==> config.mk <==
export PLATFORM = sky130hd
export DESIGN_NAME = seq_control_unit
export DESIGN_NICKNAME = d
export VERILOG_FILES = /design/src/rtl/seq_control_unit.sv
export SDC_FILE = /design/constraint.sdc
export NUM_CORES = 1
export LEC_CHECK = 0
export CAP_MARGIN = 30
export CORE_MARGIN = 2
export CORE_UTILIZATION = 45
export DETAILED_ROUTE_END_ITERATION = 12
export GPL_TIMING_DRIVEN = 0
export PLACE_DENSITY = 0.75
export REMOVE_ABC_BUFFERS = 1
export SKIP_CTS_REPAIR_TIMING = 1
export SYNTH_ARGS = -nofsm -noshare
export SYNTH_HDL_FRONTEND = slang
export SYNTH_SLANG_ARGS = --single-unit
==> constraint.sdc <==
create_clock -name clk -period 5.6 [get_ports clk]
set_clock_uncertainty 0.2 [all_clocks]
set_input_delay 1.12 -clock clk [delete_from_list [all_inputs] [get_ports clk]]
set_output_delay 1.12 -clock clk [all_outputs]
set_load 0.05 [all_outputs]
==> src/rtl/seq_control_unit.sv <==
// seq_control_unit -- four-step sequencer for a register/ALU datapath.
//
// Each accepted instruction runs IDLE -> SRC -> CALC -> WB -> IDLE. Every
// step is taken only on a clock edge with run=1. All outputs are registered.
//   IDLE : latch instruction, drive Rx onto the bus, pulse en_s
//   SRC  : drive Ry (or the immediate) onto the bus, set sel, pulse en_c
//   CALC : write back into register Rx (one-hot en_reg), pulse done
//   WB   : clear en_reg/done, return to IDLE
// Formats: fmt=00 reg/reg, fmt=01 immediate, fmt=1x NOP. A NOP keeps the
// same four-step timing and still pulses done, but never raises en_s,
// en_c or en_reg.
//
// Build option: define SEQ_CU_IMM_EN to compile in immediate support.
// Without it, fmt=01 is a NOP, the mux_sel MSB is always 0 and imm is 0.
//
// Ports:
//   clk, reset       clock, synchronous active-high reset
//   run              advance enable; the sequencer holds while low
//   instruction      {Rx, Ry, imm, alu_sel, fmt}
//   mux_sel          bus source (MSB=1 selects the immediate)
//   sel              ALU operation
//   en_s, en_c       source-latch / result-latch load
//   en_reg           one-hot register write enable
//   done             completion pulse
//   busy             high whenever not in IDLE
//   imm              immediate field of the latched instruction
module seq_control_unit #(
  parameter int NREG = 8,
  parameter int RW   = $clog2(NREG),
  parameter int SELW = 3,
  parameter int IW   = 16
) (
  input  logic                       clk,
  input  logic                       reset,
  input  logic                       run,
  input  logic [IW-1:0]              instruction,
  output logic [RW:0]                mux_sel,
  output logic [SELW-1:0]            sel,
  output logic                       en_s,
  output logic                       en_c,
  output logic [NREG-1:0]            en_reg,
  output logic                       done,
  output logic                       busy,
  output logic [IW-2*RW-SELW-5:0]    imm
);

  localparam int IMMW = IW - 2*RW - SELW - 4;

`ifdef SEQ_CU_IMM_EN
  localparam bit IMM_EN = 1'b1;
`else
  localparam bit IMM_EN = 1'b0;
`endif

  typedef enum logic [2:0] {
    S_IDLE = 3'd0,
    S_SRC  = 3'd1,
    S_CALC = 3'd2,
    S_WB   = 3'd3,
    S_DONE = 3'd4
  } state_t;

  state_t            state_q,   state_d;
  logic [IW-1:0]     instr_q,   instr_d;
  logic [RW:0]       mux_sel_q, mux_sel_d;
  logic [SELW-1:0]   sel_q,     sel_d;
  logic              en_s_q,    en_s_d;
  logic              en_c_q,    en_c_d;
  logic [NREG-1:0]   en_reg_q,  en_reg_d;
  logic              done_q,    done_d;
  logic              busy_q,    busy_d;

  // Fields of the incoming instruction (used only at acceptance).
  logic [RW-1:0]     rx_in;
  logic [1:0]        fmt_in;
  // Fields of the latched copy (used by every later step).
  logic [RW-1:0]     rx_q;
  logic [RW-1:0]     ry_q;
  logic [SELW-1:0]   alu_q;
  logic [1:0]        fmt_q;

  assign rx_in  = instruction[IW-1 -: RW];
  assign fmt_in = instruction[1:0];
  assign rx_q   = instr_q[IW-1 -: RW];
  assign ry_q   = instr_q[IW-1-RW -: RW];
  assign alu_q  = instr_q[SELW+1:2];
  assign fmt_q  = instr_q[1:0];

  function automatic logic is_nop(input logic [1:0] fmt);
    return fmt[1] | ((fmt == 2'b01) & ~IMM_EN);
  endfunction

  always_comb begin
    state_d   = state_q;
    instr_d   = instr_q;
    mux_sel_d = mux_sel_q;
    sel_d     = sel_q;
    en_s_d    = en_s_q;
    en_c_d    = en_c_q;
    en_reg_d  = en_reg_q;
    done_d    = done_q;
    busy_d    = busy_q;
    case (state_q)
      S_IDLE: if (run) begin
        instr_d   = instruction;
        mux_sel_d = {1'b0, rx_in};
        en_s_d    = ~is_nop(fmt_in);
        busy_d    = 1'b1;
        state_d   = S_SRC;
      end
      S_SRC: if (run) begin
        en_s_d = 1'b0;
        sel_d  = alu_q;
        if (!is_nop(fmt_q)) begin
          en_c_d = 1'b1;
`ifdef SEQ_CU_IMM_EN
          if (fmt_q == 2'b01) mux_sel_d = {1'b1, {RW{1'b0}}};
          else                mux_sel_d = {1'b0, ry_q};
`else
          mux_sel_d = {1'b0, ry_q};
`endif
        end
        state_d = S_CALC;
      end
      S_CALC: if (run) begin
        en_c_d   = 1'b0;
        en_reg_d = '0;
        if (!is_nop(fmt_q)) en_reg_d[rx_q] = 1'b1;
        done_d   = 1'b1;
        state_d  = S_WB;
      end
      S_WB: if (run) begin
        en_reg_d = '0;
        done_d   = 1'b0;
        busy_d   = 1'b0;
        state_d  = S_IDLE;
      end
      // S_DONE is never entered; it and any illegal encoding recover to
      // IDLE on the next edge without waiting for run.
      default: begin
        state_d   = S_IDLE;
        instr_d   = '0;
        mux_sel_d = '0;
        sel_d     = '0;
        en_s_d    = 1'b0;
        en_c_d    = 1'b0;
        en_reg_d  = '0;
        done_d    = 1'b0;
        busy_d    = 1'b0;
      end
    endcase
  end

  always_ff @(posedge clk) begin
    if (reset) begin
      state_q   <= S_IDLE;
      instr_q   <= '0;
      mux_sel_q <= '0;
      sel_q     <= '0;
      en_s_q    <= 1'b0;
      en_c_q    <= 1'b0;
      en_reg_q  <= '0;
      done_q    <= 1'b0;
      busy_q    <= 1'b0;
    end else begin
      state_q   <= state_d;
      instr_q   <= instr_d;
      mux_sel_q <= mux_sel_d;
      sel_q     <= sel_d;
      en_s_q    <= en_s_d;
      en_c_q    <= en_c_d;
      en_reg_q  <= en_reg_d;
      done_q    <= done_d;
      busy_q    <= busy_d;
    end
  end

  assign mux_sel = mux_sel_q;
  assign sel     = sel_q;
  assign en_s    = en_s_q;
  assign en_c    = en_c_q;
  assign en_reg  = en_reg_q;
  assign done    = done_q;
  assign busy    = busy_q;

  // The immediate is the low IMMW bits of the field between Ry and alu_sel.
`ifdef SEQ_CU_IMM_EN
  assign imm = instr_q[SELW+2 +: IMMW];
`else
  assign imm = '0;
`endif

  logic unused_imm_field;
  assign unused_imm_field = ^instr_q[IW-2*RW-1:SELW+2];

endmodule

After elaboration in Yosys (flattened, before gate mapping)
Cells that the tools add are included.

cells by class
  magnitude comparators = 2
  equal/unequal tests = 10
  muxes and demuxes = 28
  bitwise logic cells = 9
  reductions and logical operators = 16

operators by type and width
  kind                                                                                 count
  16-bit one-hot mux with 2 select lines                                               1
  8-bit two-way mux                                                                    3
  8-bit one-hot mux with 3 select lines                                                1
  16-bit two-way mux                                                                   1
  3-bit two-way mux                                                                    5
  4-bit two-way mux                                                                    3
  1-bit one-hot mux with 3 select lines                                                4
  3-bit one-hot mux with 4 select lines                                                1
  4-bit one-hot mux with 3 select lines                                                1
  4-bit AND reduction                                                                  3
  2-bit != test, second input constant                                                 5
  3-bit AND reduction                                                                  3
  2-bit OR reduction                                                                   4
  1-bit NOT                                                                            7
  3-bit by 2-bit equality test with 1-bit output, second input constant                2
  1-bit two-way mux                                                                    6
  3-bit one-hot mux with 2 select lines                                                1
  3-bit OR reduction                                                                   2
  2-bit by 1-bit equality test with 1-bit output, second input constant                2
  3-bit by 4-bit less-than comparator with 1-bit output, second input constant         1
  2-bit AND reduction                                                                  2
  1-bit demux with 3-bit select                                                        1
  3-bit by 1-bit equality test with 1-bit output, second input constant                1
  3-bit by 1-bit greater-or-equal comparator with 1-bit output, second input constant  1
  3 further kinds                                                                      4

word-level totals
  register bits after elaboration = 38
  output and inout bits = 22
  word-level logic and storage cells = 74

Logic depth before layout (Yosys ltp)
  word-level depth = 7
  gate-level depth with buffers = 7

Worst setup path after synthesis
No wires, ideal clock.

  path kind = input -> register
  start = input port run
  end = register mux_sel_q[0] (netlist: mux_sel[0])
  setup time = 121 ps
  arrival = 1,960 ps
  path slack = 3,319 ps
  stages = 4
  path buffers = 1
  cell sequence = clkbuf_8 > o21ba_2 > nand3b_1 > mux2_2

on the way
  cells in the longest elaborated chain, start to end = 2
  elaborated cells on any way between the ends = 3
  classes of those cells = 2 x eq/ne; 1 x reduce/logical

RTL lines
  element                                   line  text
  start: declaration                        35    input logic run,
  2-bit != test (no source line)            -
  4-bit AND reduction (no source line) (*)  -
  end signal: assignment                    168   mux_sel_q <= mux_sel_d;
  end: declaration                          65    logic [RW:0] mux_sel_q, mux_sel_d;

Every way passes the cells marked *; elsewhere a longest branch is shown, timed or not.
A chain may end at the register's enable or synchronous reset.

Worst setup path in the final report
  start = register sel_q[2] (netlist: sel[2])
  end = output port sel[2]

RTL lines
  element                   line  text
  start: declaration        66    logic [SELW-1:0] sel_q, sel_d;
  start signal: assignment  169   sel_q <= sel_d;
  end: declaration          38    output logic [SELW-1:0] sel,

No word-level cell between the ends.

==> results.yml <==
global_route:
  grt_pass1_wl_um: 4820
  grt-ovfl-total: 0
  antenna_found_initial: 0
  grtUsageTotal: 0.173
  grt_max_degree: 29
  grt_pass1_vias: 1208
timing:
  setup_violations: 0
  hold_viol_final: 0
  setup_tns_ns: 0
  fmax_ghz: 0.357
  fin_hold_ws_ns: 0.261
  worst_pin_slew_ns: 0.518
  post-route-period-util: 0.500
  slew_violations: 0
  fin_crit_ns: 2.80
  rsz0062_at_grt: "false"
  slew_headroom: 0.654
detailed_routing:
  ant_nets: 0
  drt_iter0_drc: 19
  vias_per_cell: 5.23
  drc: 0
  route.vias.total: 1271
  detail_route.wl_per_cell_um: 12.6
  wl_um: 3060
  drt-pass1-iter-count: 4
finish:
  fin_nets: 225
  largest_reg_flops: 11
  diodes: 0
  syn_to_final_growth_pct: 24.1
  drive_gt1_frac: 0.0854
power_and_ir_drop:
  p_leak_uw: 0.000664
  finalPower_uw: 811
  cellPowerDensity_nw_per_um2: 442
  vdd_ir_drop_max_mv: 0.244
logic_synthesis:
  synth_seq_cells: 31
  yosysSeqAreaShare: 0.420
  synthFlopType: "dfxtp_1"
  postSynth.asyncResetShare: 0
  synth.distinct_cells: 34
  synth-warning-count: 0
  postSynthCellCount: 171
  synth_edf_count: 0
  syn_avg_cell_area_um2: 8.65
  syn_area_um2: 1480
clock_network:
  cts-buffers-inserted: 5
  cts.sinks: 31
  cts_max_level: 2
  clock_latency_ns: 0.32
  root_buffer: "clkbuf_4"
  path_clk_slew_ns: 0.09
  cts_buffer_depth: 2
  cts_tree: "built"
floorplanning:
  die_y_um: 61.3
  die_area_um2: 3760
  start_util: 0.480
  die_x_um: 61.3
  std_cell_rows: 20
  ios: 41
  core_area_um2: 3080
setup_path:
  critPathRequiredTime_ns: 4.28
  crit_path_end_kind: "output port"
  cp.depth: 1
  timing.critical_path.buf_inv: 1
  cp_max_fo: 2
  path_cells: "clkdlybuf4s50_1"
  crit_path_max_incr_delay_ns: 0.81
  slowest_stage: "clkdlybuf4s50_1"
  reg2reg_depth: 5
  worst_ep_arrival_time_ns: 1.48
  path_class: "reg2out"
  cp-start-kind: "flop"
  path_delay_family: "buffers and inverters"
hold_path:
  hold-path-cell-count: 2
  hold_path.class: "reg2reg"
placed_design:
  hpwl_um: 2290
  gp_congestion: 0.826
  io_buffers: 31
outcome:
  status: "completed"
job:
  cap_viol_max_count: 0
[synthesized netlist by cell type, drive strengths merged, types with 2 or more instances]
| master | count | share of area |
|---|---|---|
| inv | 13 | 0.033 |
| nand4 | 2 | 0.0085 |
| a31oi | 3 | 0.013 |
| buf | 6 | 0.036 |
| nor3 | 4 | 0.014 |
| mux2 | 3 | 0.023 |
| o21bai | 3 | 0.015 |
| nand3b | 2 | 0.010 |
| nor2b | 3 | 0.013 |
| a21bo | 2 | 0.014 |
| nand2 | 27 | 0.069 |
| a21oi | 21 | 0.074 |
| nand3 | 8 | 0.027 |
| ha | 7 | 0.059 |
| clkbuf | 8 | 0.035 |
| and2 | 2 | 0.0085 |
| nor2 | 5 | 0.013 |
| o32ai | 8 | 0.047 |
| dfxtp | 31 | 0.42 |
| nand4b | 3 | 0.018 |
[layout by cell type, fill, tap and decap left out, drive strengths merged]
| master | count |
|---|---|
| inv | 13 |
| nand3b | 2 |
| nand4 | 2 |
| o32ai | 8 |
| nor2 | 5 |
| ha | 7 |
| dfxtp | 31 |
| nor3b | 1 |
| o21ba | 1 |
| nand3 | 8 |
| or4 | 1 |
| a211o | 1 |
| or3b | 1 |
| nor2b | 3 |
| nand2 | 27 |
| nand4b | 3 |
| a31oi | 3 |
| nor3 | 4 |
| a311oi | 1 |
| mux2 | 3 |
| buf | 1 |
| o21bai | 3 |
| and2 | 2 |
| clkbuf | 6 |
| a21bo | 2 |
| o21ai | 1 |
| a21oi | 21 |
| clkdlybuf4s50 | 31 |
| o31ai | 1 |
| conb | 4 |
| clkinv | 1 |
| a22oi | 1 |
[area by class of cell]
| type | count | area, um^2 |
|---|---|---|
| clock buffer | 6 | 51.3 |
| clock inverter | 1 | 5.00 |
| fill | 288 | 1240 |
| inverter | 13 | 48.8 |
| multi-input combinational | 116 | 717 |
| sequential | 31 | 621 |
| tap | 44 | 55.1 |
| timing repair buffer | 32 | 338 |
[per-stage QoR]
stage	instances	worst slack, ns	utilization	area, um^2
2_1_floorplan	160	3.46	-	1390
3_3_place_gp	235	2.23	0.569	1750
3_5_place_dp	236	2.62	0.578	1780
4_1_cts	243	2.79	0.596	1840
5_1_grt	243	2.76	0.596	1840
6_report	243	2.80	0.596	1840
[metal layers]
metal,part of all wire,GRT usage
met5,0,0
met4,0.0095,0.0745
met3,0.051,0.0420
met2,0.52,0.331
met1,0.42,0.175
[report_power, final]
| group | switching [uW] | total [uW] | leakage [uW] | internal (uW) |
|---|---|---|---|---|
| Clock | 74.3 | 132 | 0.0000341 | 58.1 |
| Combinational | 248 | 395 | 0.000377 | 146 |
| Sequential | 26.3 | 284 | 0.000253 | 258 |
| Total | 349 | 811 | 0.000664 | 462 |
[final timing paths]
kind | slack [ns] | end | start
worst min register to register | 0.26 | sel[0] | sel[0]
worst min-delay path | 0.26 | sel[0] | sel[0]
worst max-delay path | 2.80 | sel[2] | sel[2]
worst max register to register | 3.41 | state_q[0] | state_q[0]
[cell families after synthesis]
logic type                 share of synthesized area
muxes                                         0.0228
buffers and inverters                          0.103
adders and majority gates                     0.0592
AOI/OAI and AO/OA                              0.195
other                                        0.00254
and+or+nand+nor                                0.198
DFF                                            0.420
Note: power is estimated with default switching activity, not from simulation.
